--- config.mk ---
export PLATFORM = sky130hd
export DESIGN_NAME = disp_scan_ctrl
export DESIGN_NICKNAME = d
export VERILOG_FILES = /design/src/rtl/disp_scan_ctrl.sv
export SDC_FILE = /design/constraint.sdc
export NUM_CORES = 1
export LEC_CHECK = 0
export BUFFER_PORTS_ARGS = -buffer_cell sky130_fd_sc_hd__buf_2
export CORE_AREA = 2 2 81 83
export DETAILED_ROUTE_END_ITERATION = 7
export DIE_AREA = 0 0 83 85
export HOLD_SLACK_MARGIN = 0.05
export PLACE_DENSITY = 0.77
export SYNTH_ARGS = -nofsm -noshare
export SYNTH_HDL_FRONTEND = slang
export SYNTH_SLANG_ARGS = --single-unit
--- constraint.sdc ---
create_clock -name i_clk -period 3.4 [get_ports i_clk]
set_clock_uncertainty 0.2 [all_clocks]
set_input_delay 0.17 -clock i_clk [delete_from_list [all_inputs] [get_ports i_clk]]
set_output_delay 0.17 -clock i_clk [all_outputs]
set_load 0.01 [all_outputs]
--- src/rtl/disp_scan_ctrl.sv ---
// Time-multiplexed 7-segment scan controller with a frame-synchronous double-buffered load.
// Latency: Nibble/DigitSel/FrameTick registered; Seg combinational from SegIn. Load commits at the next frame wrap.
// Backpressure: o_ready drops while a load is pending; loads while o_ready=0 are ignored.
module disp_scan_ctrl #(
    parameter int NUM_DIGITS  = 4,
    parameter int REFRESH_DIV = 50000
) (
    input  logic                    i_clk,
    input  logic                    i_reset,
    input  logic                    i_load,
    input  logic [4*NUM_DIGITS-1:0] i_data,
    input  logic [NUM_DIGITS-1:0]   i_blank_mask,
    input  logic                    i_lzb_en,
    output logic                    o_ready,
    output logic [3:0]              o_nibble,
    input  logic [6:0]              i_seg_in,
    output logic [6:0]              o_seg,
    output logic [NUM_DIGITS-1:0]   o_digit_sel,
    output logic                    o_frame_tick
);

    localparam int PW = (REFRESH_DIV > 1) ? $clog2(REFRESH_DIV) : 1;
    localparam int IW = (NUM_DIGITS > 1) ? $clog2(NUM_DIGITS) : 1;
    localparam int DW = 4 * NUM_DIGITS;
    localparam logic [PW-1:0] PRESC_LAST = PW'(REFRESH_DIV - 1);
    localparam logic [IW-1:0] IDX_LAST   = IW'(NUM_DIGITS - 1);

    logic [PW-1:0]         r_presc;
    logic [IW-1:0]         r_index;
    logic [DW-1:0]         r_act_data;
    logic [NUM_DIGITS-1:0] r_act_mask;
    logic                  r_act_lzb;
    logic [DW-1:0]         r_pend_data;
    logic [NUM_DIGITS-1:0] r_pend_mask;
    logic                  r_pend_lzb;
    logic                  r_pend_vld;
    logic [3:0]            r_nibble;
    logic [NUM_DIGITS-1:0] r_digit_sel;
    logic                  r_frame_tick;

    logic                  w_slot_end;
    logic                  w_frame_end;
    logic                  w_commit;
    logic                  w_accept;
    logic [PW-1:0]         w_presc_nxt;
    logic [IW-1:0]         w_index_nxt;
    logic [DW-1:0]         w_act_data_nxt;
    logic [NUM_DIGITS-1:0] w_act_mask_nxt;
    logic                  w_act_lzb_nxt;
    logic [NUM_DIGITS-1:0] w_lzb;
    logic                  w_zero_run;
    logic [3:0]            w_nibble_nxt;
    logic [NUM_DIGITS-1:0] w_sel_nxt;

    always_comb begin
        w_slot_end     = (r_presc == PRESC_LAST);
        w_frame_end    = w_slot_end && (r_index == IDX_LAST);
        w_commit       = w_frame_end && r_pend_vld;
        w_accept       = i_load && !r_pend_vld;
        w_presc_nxt    = w_slot_end ? '0 : r_presc + PW'(1);
        w_index_nxt    = r_index;
        if (w_slot_end) begin
            w_index_nxt = (r_index == IDX_LAST) ? '0 : r_index + IW'(1);
        end
        w_act_data_nxt = w_commit ? r_pend_data : r_act_data;
        w_act_mask_nxt = w_commit ? r_pend_mask : r_act_mask;
        w_act_lzb_nxt  = w_commit ? r_pend_lzb  : r_act_lzb;
    end

    // Outputs are derived from next-state values so they line up with the slot they describe,
    // including the first slot of a frame that has just committed new contents.
    always_comb begin
        w_zero_run   = 1'b1;
        w_lzb        = '0;
        w_nibble_nxt = 4'h0;
        w_sel_nxt    = '1;
        for (int i = NUM_DIGITS - 1; i >= 0; i--) begin
            w_zero_run = w_zero_run && (w_act_data_nxt[4*i +: 4] == 4'h0);
            if (i != 0) begin
                w_lzb[i] = w_act_lzb_nxt && w_zero_run;
            end
            if (w_index_nxt == IW'(i)) begin
                w_nibble_nxt = w_act_data_nxt[4*i +: 4];
                if ((w_presc_nxt != '0) && !(w_act_mask_nxt[i] || w_lzb[i])) begin
                    w_sel_nxt[i] = 1'b0;
                end
            end
        end
    end

    always_ff @(posedge i_clk or posedge i_reset) begin
        if (i_reset) begin
            r_presc      <= '0;
            r_index      <= '0;
            r_act_data   <= '0;
            r_act_mask   <= '1;
            r_act_lzb    <= 1'b0;
            r_pend_data  <= '0;
            r_pend_mask  <= '1;
            r_pend_lzb   <= 1'b0;
            r_pend_vld   <= 1'b0;
            r_nibble     <= 4'h0;
            r_digit_sel  <= '1;
            r_frame_tick <= 1'b0;
        end else begin
            r_presc      <= w_presc_nxt;
            r_index      <= w_index_nxt;
            r_act_data   <= w_act_data_nxt;
            r_act_mask   <= w_act_mask_nxt;
            r_act_lzb    <= w_act_lzb_nxt;
            r_nibble     <= w_nibble_nxt;
            r_digit_sel  <= w_sel_nxt;
            r_frame_tick <= w_frame_end;
            // Accept and commit are mutually exclusive: accept needs an empty buffer.
            if (w_accept) begin
                r_pend_data <= i_data;
                r_pend_mask <= i_blank_mask;
                r_pend_lzb  <= i_lzb_en;
                r_pend_vld  <= 1'b1;
            end else if (w_commit) begin
                r_pend_vld  <= 1'b0;
            end
        end
    end

    assign o_ready      = !r_pend_vld;
    assign o_nibble     = r_nibble;
    assign o_digit_sel  = r_digit_sel;
    assign o_frame_tick = r_frame_tick;
    assign o_seg        = (&r_digit_sel) ? 7'h7F : i_seg_in;

endmodule

==> summary.md <==
| Metric | Value |
|---|---|
| Critical setup path kind | `reg2reg` |
| CP required | `3.46 ns` |
| CTS tree | `done` |
| Gpl congestion | `0.924` |
| GR Util All Layers | `22.6%` |
| Setup TNS | `0 ns` |
| PD cells | `417 nW/um^2` |
| Worst R2R End | `o_nibble[0]` |
| Area Overhead vs Synth | `21.6%` |
| R2R cell count | `6` |
| Syn Std Cell Area | `3400 um^2` |
| Pin count of the biggest net entering global routing | `50` |
| Clock Latency Late Sink | `0.34 ns` |
| Fraction of layout instances using a drive strength above 1 | `28.4%` |
| PortBufs | `47` |
| Nets | `437` |
| Most common library cells after synthesis | `69 x nand2_1, 58 x dfrtp_1, 24 x mux2_2, 20 x nor2_1, 12 x dfstp_2` |
| Synthesized flop and latch total | `70` |
| CP endpoint kind | `flip-flop` |
| Part of the power in combinational logic | `5.6%` |
| Mux cell area share after synthesis | `8.71%` |
| Reg2reg setup slack | `0.68 ns` |
| Tcrit/Tclk final | `80.1%` |
| Post-Syn Nets | `368` |
| Number of global-route vias before repair | `2674` |
| Main area contributors after synthesis | `dfrtp_1 43%, dfstp_2 9.3%, mux2_2 7.9%, nand2_1 7.6%, nor2_1 2.2%` |
| Crit path max fanout | `8` |
| Most frequent cell after synthesis | `nand2_1` |
| First-pass GRT wire length | `12600 um` |
| DRT iter0 DRCs | `239` |
| Diode count | `0` |
| Worst-path clk slew | `0.08 ns` |
| Sw Ratio | `22.2%` |
| Die ar. | `7060 um^2` |
| Detail Placement HPWL | `5120 um` |
| Vias | `2698` |
| Slew margin rel. | `27.7%` |
| Max Cap Violations | `0` |
| Antenna Violating Nets Remaining | `0` |
| Synth warnings | `0` |
| Slew Viols, Final | `0` |
| Unique masters post-synth | `48` |
| Initial core utilization | `54.8%` |
| XOR/XNOR Fraction of Synth Area | `3.60%` |
| Fmax | `367 MHz` |
| Part of the power in the clock network | `42.7%` |
| Drt wl/cell | `15.1 um` |
| Arr. time, crit path | `2.78 ns` |
| Ys async rst share | `100%` |
| Final setup violating endpoints | `0` |
| Hold path start | `r_act_mask[1]` |
| Post-route insts no fill | `486` |
| Cell taking the most area after synthesis | `dfrtp_1` |
| Syn_area_per_cell | `10.2 um^2` |
| Max Buffers Root-to-Sink | `2` |
| H-tree Lvls | `3` |
| Post-synth EDFFs | `0` |
| Worst hold endpoint | `r_act_mask[1]` |
| Register area share after synthesis | `51.9%` |
| Post-DR vias/cell | `5.55` |
| DP Cell Count | `447` |
| Main combinational cell family by area after synthesis | `simple AND/OR/NAND/NOR gates` |
| FILL cells | `486` |
| Flop pwr share | `51.7%` |
| Die width | `83 um` |
| IO Count | `48` |
| Die Y | `85 um` |
| Worst hold stages | `2` |
| Crit start category | `flip-flop` |
| Synth Area in Simple Gates | `26.4%` |
| Total grt overflow | `0` |
| Yosys top cell area share | `42.6%` |
| Final min period | `2.72 ns` |
| RSZ-0062 raised after global routing | `false` |
| Main synth FF type | `dfrtp_1` |
| Core outline area | `6200 um^2` |
| Complex-gate fraction of the synthesized area | `5.66%` |
| Worst R2R Start | `r_presc[7]` |
| Peak supply drop | `0.000348 V` |
| Drt drc | `0` |
| WL final | `7330 um` |
| Initial antenna violation count | `0` |
| Int Pwr | `1.34 mW` |
| DRT Pass-1 Iters | `4` |
| Hold Crit Class | `reg2reg` |
| Leakage | `1.93 nW` |
| Post-CTS sizing | `0` |
| Std-Cell Rows | `29` |
| Post-Synth Adder-Cell Area | `0.735%` |
| Least-Margin Pin Slew | `1.08 ns` |
| Clock tree sinks | `70` |
| Final hold vios | `0` |
| Switching pwr | `0.384 mW` |
| Clk root buf | `clkbuf_8` |
| Number of setup buffers added after CTS | `0` |
| Status | `completed` |
| Syn Inst Count | `335` |
| Cts bufs inserted | `9` |
## cell type report
class | instances | area, um^2 | area share [%]
inverter | 6 | 22.5 | 0.544
timing repair buffer | 74 | 495 | 12.0
tap | 77 | 96.3 | 2.33
sequential | 70 | 1770 | 42.7
multi-input combinational | 243 | 1540 | 37.1
clock buffer | 9 | 124 | 2.99
clock inverter | 7 | 96.3 | 2.33
## critical path: stages (launching register included)
cell      delay (ns)
dfrtp_1         0.47
or4b_1          0.60
or4_1           0.63
nand2_2         0.16
o22ai_1         0.16
and3_1          0.23
a211oi_2        0.19
## cells in the final DEF (no fill, tap or decap), types with 2 or more instances in the layout
master and count:
nor2_1 20, nand4b_1 3, nor3_1 11, a211oi_1 3
inv_6 2, clkbuf_8 9, or3_1 3, dfrtp_1 58
nor3b_1 4, ha_1 2, o21ai_0 2, buf_2 47
and2_1 4, a21oi_1 9, nand4_1 10, o221ai_1 3
nand2_1 69, nand3b_1 3, nand3_1 7, buf_4 4
bufinv_16 2, clkinv_2 2, nor4_1 9, and3_1 9
or4b_1 2, mux2_2 24, xnor2_1 7, nand2_2 3
dlygate4sd3_1 23, inv_1 5, dfstp_2 12, xor2_1 7
a211oi_2 2, nand2b_1 8, or2_2 2
## worst max-delay path by stage
| stage | startpoint | endpoint | slack, ns | cells after the start |
|---|---|---|---|---|
| finish | r_presc[7] | o_nibble[0] | 0.68 | 6 |
| global route | r_presc[0] | o_digit_sel[2] | 0.51 | 7 |
| CTS | r_presc[7] | o_nibble[0] | 0.70 | 6 |
| detailed placement | r_presc[7] | o_nibble[0] | 0.72 | 6 |
| global placement | r_presc[7] | o_nibble[0] | 0.71 | 6 |
| floorplan | r_presc[10] | o_nibble[1] | 0.90 | 7 |
## power by group through the flow
stage	clock (mW)	sequential [mW]	combinational [mW]
floorplan	0	0.896	0.0465
global placement	0	0.905	0.0741
detailed placement	0	0.907	0.0767
CTS	0.752	0.891	0.0969
global route	0.794	0.897	0.108
finish	0.737	0.892	0.0959
## layer usage
metal  global-route usage (%)  share of wire (%)
met3                     5.84                5.4
met5                        0                  0
met1                     31.2                 46
met2                     35.6                 47
met4                     6.56                1.2
## through the flow
stage | setup WS (ns) | util (%) | area, um^2 | total power [mW] | hold WS [ns]
3_3_place_gp | 0.712 | 59.4 | 3690 | 0.980 | 0.201
6_report | 0.678 | 66.7 | 4140 | 1.72 | 0.256
3_5_place_dp | 0.720 | 59.4 | 3690 | 0.984 | 0.206
4_1_cts | 0.700 | 66.7 | 4140 | 1.74 | 0.259
2_1_floorplan | 0.901 | - | 3400 | 0.942 | 0.0950
5_1_grt | 0.506 | 66.7 | 4140 | 1.80 | 0.285
## sequential cells by signal, indices dropped and copies added (netlist names)
register / count
o_nibble: 4
r_pend_lzb: 1
r_index: 2
r_pend_data: 16
o_digit_sel: 4
r_presc: 16
r_pend_mask: 4
r_act_lzb: 1
r_act_mask: 4
r_act_data: 16
o_frame_tick: 1
r_pend_vld: 1
## cells by family after synthesis
family                   count (synthesis)
AO/OA/AOI/OAI                           27
XOR/XNOR                                14
adder cells (fa/ha/maj)                  2
buffers and inverters                   22
flip-flops                              70
multiplexers                            26
AND/OR/NAND/NOR                        174
## timing repair
action,CTS,global route
setup endpoints to repair,0,0
hold buffers,23,0
hold endpoints to repair,63,0
(Power assumes the default switching activity.)
